===== src/rtl/drum_pkg.sv =====
// Shared definitions for the drum voice: default geometry, voice-select and state encodings,
// and the stand-in sample tables used by the voice ROM.
package drum_pkg;

  localparam int SAMPLE_LEN = 4096;
  localparam int ADDR_W     = 12;
  localparam int DATA_W     = 8;

  typedef enum logic [1:0] {
    VOICE_KICK  = 2'b00,
    VOICE_SNARE = 2'b01,
    VOICE_HAT   = 2'b10,
    VOICE_CLAP  = 2'b11
  } voice_e;

  typedef enum logic {
    ST_IDLE = 1'b0,
    ST_PLAY = 1'b1
  } state_e;

  // Each voice is a 0..127 ramp.
  // The ramp starts at a per-voice offset, so that every voice can be told apart by its first sample.
  // The snare ramp starts at 0.
  function automatic logic [7:0] sample_word(input logic [1:0] voice, input logic [6:0] idx);
    logic [6:0] s;
    s = idx + {voice ^ VOICE_SNARE, 5'b0_0000};
    return {1'b0, s};
  endfunction

endpackage


===== src/rtl/voice_rom.sv =====
// Four-voice sample ROM with one registered synchronous read port.
// The address is {voice, sample index}.
module voice_rom #(
  parameter int ADDR_W = drum_pkg::ADDR_W,
  parameter int DATA_W = drum_pkg::DATA_W
) (
  input  logic              clk,
  input  logic              en,
  input  logic [ADDR_W+1:0] addr,
  output logic [DATA_W-1:0] data
);

  always_ff @(posedge clk) begin
    if (en) begin
      data <= DATA_W'(drum_pkg::sample_word(addr[ADDR_W+1:ADDR_W], 7'(addr[ADDR_W-1:0])));
    end
  end

endmodule


===== src/rtl/drum_voice.sv =====
// One drum voice.
// A step trigger starts sample playback, and each 48 kHz strobe fetches the next sample into out with a two-clock latency.
module drum_voice #(
  parameter int SAMPLE_LEN = drum_pkg::SAMPLE_LEN,
  parameter int ADDR_W     = drum_pkg::ADDR_W,
  parameter int DATA_W     = drum_pkg::DATA_W
) (
  input  logic                     clk,
  input  logic                     reset,
  input  logic                     sample_clk,
  input  logic                     slow_clk,
  input  logic                     play,
  input  logic                     ins_signal,
  input  logic [1:0]               sel,
  output logic signed [DATA_W-1:0] out,
  output logic                     busy
);

  import drum_pkg::state_e;
  import drum_pkg::ST_IDLE;
  import drum_pkg::ST_PLAY;

  localparam logic [ADDR_W-1:0] LAST = ADDR_W'(SAMPLE_LEN - 1);

  state_e            state, state_next;
  logic [ADDR_W-1:0] addr;
  logic [1:0]        sel_q;
  logic              pend;
  logic [DATA_W-1:0] rom_data;
  logic              trigger, rd_en, at_last;

  assign trigger = ins_signal & slow_clk & play;
  // A trigger in the same cycle as a strobe takes priority, and that strobe's read is dropped.
  assign rd_en   = (state == ST_PLAY) & sample_clk & play & ~trigger;
  assign at_last = (addr == LAST);
  assign busy    = (state == ST_PLAY);

  voice_rom #(.ADDR_W(ADDR_W), .DATA_W(DATA_W)) u_rom (
    .clk  (clk),
    .en   (rd_en),
    .addr ({sel_q, addr}),
    .data (rom_data)
  );

  always_ff @(posedge clk or posedge reset) begin
    if (reset) state <= ST_IDLE;
    else       state <= state_next;
  end

  always_comb begin
    state_next = state;
    if (!play)                 state_next = ST_IDLE;
    else if (trigger)          state_next = ST_PLAY;
    else if (rd_en && at_last) state_next = ST_IDLE;
  end

  always_ff @(posedge clk or posedge reset) begin
    if (reset) begin
      addr  <= '0;
      sel_q <= '0;
      pend  <= 1'b0;
      out   <= '0;
    end else begin
      pend <= rd_en;
      if (trigger) begin
        addr  <= '0;
        sel_q <= sel;
      end else if (rd_en && !at_last) begin
        addr <= addr + 1'b1;
      end
      // The last sample can still land just after playback has returned to IDLE.
      // The next idle strobe clears it.
      if (!play)                                out <= '0;
      else if (pend)                            out <= rom_data;
      else if (state == ST_IDLE && sample_clk)  out <= '0;
    end
  end

endmodule


===== config.mk =====
export PLATFORM = sky130hd
export DESIGN_NAME = drum_voice
export DESIGN_NICKNAME = d
export VERILOG_FILES = /design/src/rtl/drum_pkg.sv /design/src/rtl/voice_rom.sv /design/src/rtl/drum_voice.sv
export SDC_FILE = /design/constraint.sdc
export NUM_CORES = 1
export LEC_CHECK = 0
export ABC_AREA = 1
export CAP_MARGIN = 25
export CORE_ASPECT_RATIO = 1.2
export CORE_MARGIN = 4
export CORE_UTILIZATION = 50
export DETAILED_ROUTE_END_ITERATION = 16
export GPL_TIMING_DRIVEN = 0
export PLACE_DENSITY_LB_ADDON = 0.05
export SLEW_MARGIN = 20
export SYNTH_ARGS = -nofsm -noshare
export SYNTH_HDL_FRONTEND = slang
export SYNTH_HIERARCHICAL = 1
export SYNTH_SLANG_ARGS = --single-unit

===== constraint.sdc =====
create_clock -name clk -period 1.3 [get_ports clk]
set_input_delay 0.195 -clock clk [delete_from_list [all_inputs] [get_ports clk]]
set_output_delay 0.195 -clock clk [all_outputs]
set_load 0.005 [all_outputs]

# Word-level counts from Yosys, hierarchy flattened
# Cells that the tools add are included.
# word_totals
input_bits,8
register_bits,31
word_cells,32
output_inout_bits,9
# classes
add_sub_neg,2
bitwise_logic,8
eq_ne,3
muxes,8
reduce_logical,5
# op_table
operator,n
12-bit 2-to-1 mux,2
8-bit 2-to-1 mux,3
12-bit by 1-bit adder with 12-bit output (second input constant),1
12-bit equality test (second input constant),1
7-bit adder,1
1-bit AND,5
1-bit logical AND,3
1-bit 2-to-1 mux,3
3-bit by 1-bit != test with 1-bit output (second input constant),1
3-bit by 2-bit != test with 1-bit output (second input constant),1
1-bit inverter,3
2-bit nonzero test,1
1-bit zero test,1

# Depth between registers and ports, before layout
# Gate-level depths: netlist of the first run.
# depth
word_depth,8
depth_mapped,8
ltp_nobuf,8

# Cells and area by module
# The synthesis of the first run kept the hierarchy.
# modules_own_cells
module,instances,area_each_um2,seq_area_each_um2,cells_each
drum_voice,1,1310.0,600.6,148
voice_rom,1,272.8,210.2,20

# Least setup slack after synthesis of the first run
# Ideal clock, no wire load.
# synth_timing
kind,reg2reg
start,register state (netlist: busy)
end,register addr[0]
setup_time_ns,0.124
n_path_buf,1
period_less_slack_ns,1.455
arrival_ns,1.330
required_ns,1.176
setup_slack_ns,-0.155
path_stages_with_launch,7
path_cell_list,dfrtp_1 -> nand2_1 -> nor3_2 -> nand2_4 -> buf_12 -> nand3_1 -> o21ai_1
# synth_via
elab_chain_cells,5
# synth_lines
item,line,text
from (decl),drum_voice.sv:25,"state_e state, state_next;"
from (signal assigned),drum_voice.sv:47,else state <= state_next;
1-bit AND (3 in series),drum_voice.sv:34,assign rd_en = (state == ST_PLAY) & sample_clk & play & ~trigger;
via rd_en,drum_voice.sv:30,"logic trigger, rd_en, at_last;"
1-bit logical AND,drum_voice.sv:68,end else if (rd_en && !at_last) begin
2-bit nonzero test (no source line),n/a,
to (signal assigned),drum_voice.sv:69,addr <= addr + 1'b1;
to (decl),drum_voice.sv:26,logic [ADDR_W-1:0] addr;
# The timed path passes the listed nets, and every way through them passes these cells.
# A chain may end at the register's enable or synchronous reset.

# Final worst setup path of the first run
# layout_timing
start,register addr[0]
end,register addr[3]
# layout_via
elab_chain_cells,4
elab_cells_between_ends,7
classes_between,add/sub: 1; eq/ne: 1; mux: 2; reduce/logical: 3
# layout_lines
item
branches (longest 4 deep; another with 12-bit by 1-bit adder with 12-bit output)
# Several ways; the timed one is not identified. The select of a mux whose other input is x is not followed.

==> results of run 1 <==
[what timing repair did]
item / in CTS / in global routing
pin swaps: 4 / 5
hold buffers: 0 / 0
endpoints found under the setup margin: 22 / 28
gates resized for setup: 12 / 17
setup buffers: 7 / 5
cloned: 0 / 1
[power breakdown]
part	leakage, nW	switching, W	internal [W]
clock network	0.0482	0.000347	0.000454
registers	0.388	0.0000259	0.00103
logic	0.474	0.000109	0.000105
total	0.910	0.000481	0.00159
[layer usage]
layer	wire (µm)	global-route usage [%]
met3	178	4.66
met1	1340	19.5
met2	1860	32.3
met4	17	6.05
met5	0	0
[sequential cells by signal, indices dropped and copies added, names as in the netlist]
| register | count |
|---|---|
| addr | 12 |
| out | 8 |
| u_rom/data | 7 |
| sel_q | 2 |
| busy | 1 |
| pend | 1 |
[cell type report]
class	count	area (µm²)
Fill cell	248	978
Sequential cell	31	815
Multi-Input combinational cell	107	691
Timing Repair Buffer	30	290
Inverter	24	90.1
Buffer	5	60.1
Clock buffer	6	51.3
Tap cell	36	45.0
Clock inverter	2	35.0
[layout by cell type, fill, tap and decap left out, drive strengths merged, types with 7 or more instances in the layout]
cell type / instances
buf: 17
clkdlybuf4s50: 7
clkbuf: 8
dlygate4sd2: 9
nor2: 11
dfrtp: 24
edfxtp: 7
o21ai: 18
nand2: 34
nand3: 30
inv: 24
[critical path, stage by stage (launching register included)]
cell and delay, ps:
dfrtp_1 430, ha_4 190, nand2_4 60, nor2_4 100, nand3_2 120, nand2_4 140
buf_12 130, buf_6 90, o21ai_2 50
[stage by stage]
| stage | power (W) | instance area (µm²) |
|---|---|---|
| after global placement | 0.00122 | 1800 |
| after global routing | 0.00216 | 2080 |
| after CTS | 0.00206 | 1950 |
| after floorplan | 0.00117 | 1600 |
| after detailed placement | 0.00123 | 1800 |
| final | 0.00207 | 2080 |
[worst min path at each step]
stage / slack, ps / to / depth (start not counted)
final: 200 / addr[9] / 2
after detailed placement: 470 / out[4] / 2
after floorplan: 210 / addr[0] / 1
after global routing: 230 / addr[9] / 2
after global placement: 460 / out[4] / 2
after CTS: 400 / addr[5] / 2
[cell families (layout without fill, tap and decap cells)]
kind of cell / count (synthesis) / after routing / share of synthesized area [%]
mux: 2 / 2 / 1.42
simple gates: 77 / 77 / 25.6
xor+xnor: 6 / 6 / 3.32
buf+inv: 30 / 67 / 9.01
flops: 31 / 31 / 51.2
compound gates: 19 / 19 / 7.59
other cells: 1 / 1 / 0.237
fa+ha+maj: 2 / 2 / 1.58
==> results.py, run 1 <==
metrics = {
    "status": {
        "status": "finished with violations",
        "violations": "setup timing",
    },
    "worst_setup_path": {
        "crit_path_start_kind": "flop",
        "crit_path_end": "addr[3]",
        "required_ps": 1530,
        "timing.rr.start": "addr[0]",
        "r2r_end": "addr[3]",
        "critPathLaunch": "addr[0]",
        "criticalPathCategory": "flop to flop",
        "arrival_ps": 1640,
        "end_kind": "flop",
        "path_max_fanout": 5,
        "worst_r2r_path_depth": 8,
        "ff2ff_setup_slack_ps": -110,
    },
    "die": {
        "start_util_pct": 51.8,
        "chipHeight_um": 69.6,
        "dieArea_um2": 4130,
        "rows": 22,
        "core_area_um2": 3060,
        "dieWidth_um": 59.4,
        "ios": 17,
    },
    "final_layout": {
        "antenna_cells": 0,
        "finalNetCount": 214,
        "finalNonFillerCells": 241,
        "layout-drive-gt1-share_pct": 30.2,
        "areaGrowthSynthToFinish_pct": 31.2,
        "utilization_pct": 68.0,
    },
    "clock_tree": {
        "cts_buffer_depth": 2,
        "numCtsBuffers": 5,
        "cts_root_buf": "clkbuf_4",
        "clock_sink_count": 31,
        "clock_latency_ps": 340,
        "cts_htree_levels": 2,
        "clk_pin_slew_worst_paths_ps": 110,
        "cts_tree": "built",
    },
    "sta": {
        "setup_tns_ps": -993,
        "setup-violations-final": 12,
        "tightest_slew_ps": 545,
        "fmax_ghz": 0.708,
        "setup_ws_ps": -112,
        "fin_crit_sh_pct": 109,
        "fin_skew_ps": 19.1,
        "hold_viol_final": 0,
        "max_slew_margin_pct": 63.6,
        "rsz0062_at_grt": "true",
        "holdWs_ps": 201,
        "period_needed_ps": 1410,
        "drv_slew": 0,
    },
    "logic_synthesis": {
        "synth-seq-area-share_pct": 51.2,
        "yosys.area.top_type": "dfrtp_1",
        "synth_most_common_cell": "nand2_1",
        "avgSynthCellArea_um2": 9.42,
        "syn_area_um2": 1580,
        "ys_async_sr_fraction_pct": 77.4,
        "synth_ff_type": "dfrtp_1",
        "synth-edff-count": 7,
        "ys_ff_latch": 31,
        "ys_warn_count": 6,
        "synth_nets": 178,
        "synthTopCellsByArea": "dfrtp_1, edfxtp_1, nand2_1, nand3_1, nand3_2",
        "synth_cells": 168,
        "synth_top_area_share_pct": 37.9,
        "synth_commonest_cells": "nand2_1, dfrtp_1, inv_1",
        "yosys.cell_types.count": 27,
    },
    "global_routing": {
        "grt_pass1_vias": 1301,
        "grt_max_degree": 25,
        "globalRouteOverflowTotal": 0,
        "antenna_found_initial": 0,
        "grt_use_total_pct": 17.9,
        "grt_pass1_wl_mm": 5.64,
    },
    "placed_design": {
        "portBuffers": 16,
        "numPlacedInstances": 220,
        "place_hpwl_mm": 2.21,
        "gp_congestion": 0.769,
        "pre_cts_ws_ps": -489,
    },
    "routing": {
        "drt_first_pass_iters": 4,
        "first_iter_violations": 45,
        "vias": 1230,
        "vias_per_cell": 5.10,
        "wl_per_cell_um": 14.1,
        "drc": 0,
        "routed_wl_mm": 3.39,
        "postRouteAntennaNets": 0,
    },
    "hold_path": {
        "hold_class": "input pin to asynchronous set/reset pin",
    },
    "pwr": {
        "ir_worst_vdd_v": 0.000757,
        "p_leak_nw": 0.910,
        "power-per-cell-area_nw_per_um2": 997,
    },
    "job": {
        "cap_violations": 0,
    },
}
No activity file was read; power rests on OpenSTA's default activity.
==> run 2: changes to the inputs <==
--- a/config.mk
+++ b/config.mk
@@ -5,14 +5,16 @@
 export SDC_FILE = /design/constraint.sdc
 export NUM_CORES = 1
 export LEC_CHECK = 0
-export ABC_AREA = 1
+export ABC_AREA = 0
 export CAP_MARGIN = 25
 export CORE_ASPECT_RATIO = 1.2
 export CORE_MARGIN = 4
 export CORE_UTILIZATION = 50
 export DETAILED_ROUTE_END_ITERATION = 16
 export GPL_TIMING_DRIVEN = 0
+export MAX_ROUTING_LAYER = met4
 export PLACE_DENSITY_LB_ADDON = 0.05
+export SETUP_SLACK_MARGIN = 0.4
 export SLEW_MARGIN = 20
 export SYNTH_ARGS = -nofsm -noshare
 export SYNTH_HDL_FRONTEND = slang
==> results.py, run 2 <==
metrics = {
    "clock_tree": {
        "cts_root_buf": "clkbuf_4",
        "cts_hold_buf": 0,
        "clk_pin_slew_worst_paths_ps": 100,
        "cts_htree_levels": 2,
        "clock_sink_count": 31,
        "cts_buffer_depth": 2,
        "numCtsBuffers": 5,
        "clock_latency_ps": 330,
        "cts_tree": "built",
    },
    "die": {
        "dieArea_um2": 4120,
        "ios": 17,
        "start_util_pct": 51.6,
        "dieWidth_um": 59.3,
        "chipHeight_um": 69.5,
        "core_area_um2": 3060,
        "rows": 22,
    },
    "logic_synthesis": {
        "synth_ff_type": "dfrtp_1",
        "synth_nets": 154,
        "syn_area_um2": 1580,
        "synth-edff-count": 7,
        "synth_commonest_cells": "nand2_1, dfrtp_1, o21ai_1",
        "synth_top_area_share_pct": 38.1,
        "yosys.cell_types.count": 39,
        "ys_warn_count": 6,
        "synthTopCellsByArea": "dfrtp_1, edfxtp_1, nand2_1, o221ai_2, o21ai_1",
        "ys_async_sr_fraction_pct": 77.4,
        "synth-seq-area-share_pct": 51.4,
        "synth_cells": 144,
        "ys_ff_latch": 31,
        "yosys.area.top_type": "dfrtp_1",
        "synth_most_common_cell": "nand2_1",
        "avgSynthCellArea_um2": 11.0,
    },
    "pwr": {
        "total_power_w": 0.00225,
        "ir_worst_vdd_v": 0.000904,
        "power-per-cell-area_nw_per_um2": 1020,
        "p_leak_nw": 0.948,
    },
    "final_layout": {
        "finalNonFillerCells": 230,
        "fill_cells": 211,
        "layout_common_cells": "buf_4, nand2_1, dfrtp_1, o21ai_1",
        "largest_reg_flops": 12,
        "regArea_um2": 818,
        "layout-drive-gt1-share_pct": 43.8,
        "antenna_cells": 0,
        "utilization_pct": 72.4,
        "reg_top3": "addr: 12 flops, out: 8 flops, u_rom/data: 7 flops",
        "largest-register": "addr",
        "multiInputGateArea_um2": 806,
        "areaGrowthSynthToFinish_pct": 40.3,
        "finalNetCount": 203,
        "final_common_cell": "buf_4",
    },
    "sta": {
        "hold_viol_final": 0,
        "holdWs_ps": 248,
        "rsz0062_at_grt": "true",
        "setup-violations-final": 22,
        "max_slew_margin_pct": 63.9,
        "fmax_ghz": 0.578,
        "fin_skew_ps": 7.31,
        "tightest_slew_ps": 540,
        "fin_crit_sh_pct": 133,
        "period_needed_ps": 1730,
        "drv_slew": 0,
        "setup_ws_ps": -429,
    },
    "hold_path": {
        "hold_class": "input pin to asynchronous set/reset pin",
    },
    "global_routing": {
        "grt_pass1_wl_mm": 6.15,
        "globalRouteOverflowTotal": 0,
        "grt_use_total_pct": 20.5,
        "grt_max_degree": 25,
        "grt_pass1_vias": 1393,
        "antenna_found_initial": 0,
    },
    "worst_setup_path": {
        "timing.rr.start": "addr[1]",
        "end_kind": "flop",
        "path_max_fanout": 6,
        "arrival_ps": 1980,
        "r2r_end": "addr[2]",
        "required_ps": 1550,
        "crit_path_start_kind": "flop",
        "worst_r2r_path_depth": 6,
        "ff2ff_setup_slack_ps": -430,
        "criticalPathCategory": "flop to flop",
    },
    "status": {
        "violations": "setup timing",
        "status": "finished with violations",
    },
    "routing": {
        "vias": 1276,
        "drt_first_pass_iters": 4,
        "vias_per_cell": 5.55,
        "drc": 0,
        "first_iter_violations": 37,
        "routed_wl_mm": 3.69,
        "postRouteAntennaNets": 0,
        "wl_per_cell_um": 16.0,
    },
    "placed_design": {
        "gp_congestion": 0.804,
        "numPlacedInstances": 196,
        "portBuffers": 16,
        "place_hpwl_mm": 2.33,
    },
    "job": {
        "cap_violations": 0,
    },
}
[run 2: layer usage]
metal | part of all wire (%) | up-vias | track usage (%)
li1 | - | 615 | -
met1 | 38 | 629 | 20.5
met2 | 57 | 24 | 35.8
met3 | 3.0 | 8 | 4.66
met4 | 1.9 | 0 | 10.3
met5 | 0 | - | -
[run 2: worst max-delay path by stage]
stage	startpoint	end	cells past startpoint
after floorplan	addr[0]	addr[7]	6
after global placement	ins_signal	addr[6]	5
after detailed placement	slow_clk	addr[6]	5
after CTS	addr[0]	addr[11]	6
after global routing	addr[1]	addr[2]	6
final	addr[1]	addr[2]	6
[run 2: timing repair]
| item | in CTS | in global routing |
|---|---|---|
| setup buffers | 18 | 7 |
| pin swaps | 19 | 3 |
| gates resized for setup | 67 | 5 |
| gates cloned | 1 | 0 |
| endpoints found under the setup margin | 66 | 40 |
[run 2: power by group]
group          internal [W]  leakage, nW  switching (W)
logic              0.000135        0.513       0.000113
clock network      0.000600       0.0525       0.000345
registers           0.00103        0.383      0.0000268
[run 2: kinds of logic (layout without fill, tap and decap cells)]
group / count (synthesis) / count (layout) / synth area share (%)
adders and majority gates: 2 / 2 / 1.59
xor gates and xnor gates: 3 / 3 / 2.62
muxes: 5 / 5 / 3.33
other: 1 / 1 / 0.238
and+or+nand+nor: 63 / 63 / 23.6
AOI/OAI and AO/OA: 25 / 25 / 13.0
DFF: 31 / 31 / 51.4
buffers and inverters: 14 / 64 / 4.20
[run 2: worst max-delay path, cell delays in order, from the launching register on]
cell and delay (ps):
dfrtp_1 400, ha_4 170, nand3_4 100, or4_4 500, buf_6 160, nand3_2 80
mux2i_1 230
[run 2: final cells by class]
type / count / share of cell area, %
buffer: 5 / 2.77
clock buffer: 6 / 1.87
clock inverter: 2 / 2.71
inverter: 9 / 2.26
multi-input combinational: 99 / 36.4
sequential: 31 / 37.0
tap: 36 / 2.04
timing repair buffer: 41 / 14.6
timing repair inverter: 1 / 0.396
[run 2: through the flow]
stage | setup TNS [ps] | instance area [µm²] | setup slack, ps
2_1_floorplan | -3670 | 1650 | -345
3_3_place_gp | -9760 | 1860 | -548
3_5_place_dp | -11870 | 1860 | -573
4_1_cts | -4580 | 2140 | -403
5_1_grt | -5890 | 2210 | -501
6_report | -4400 | 2210 | -429
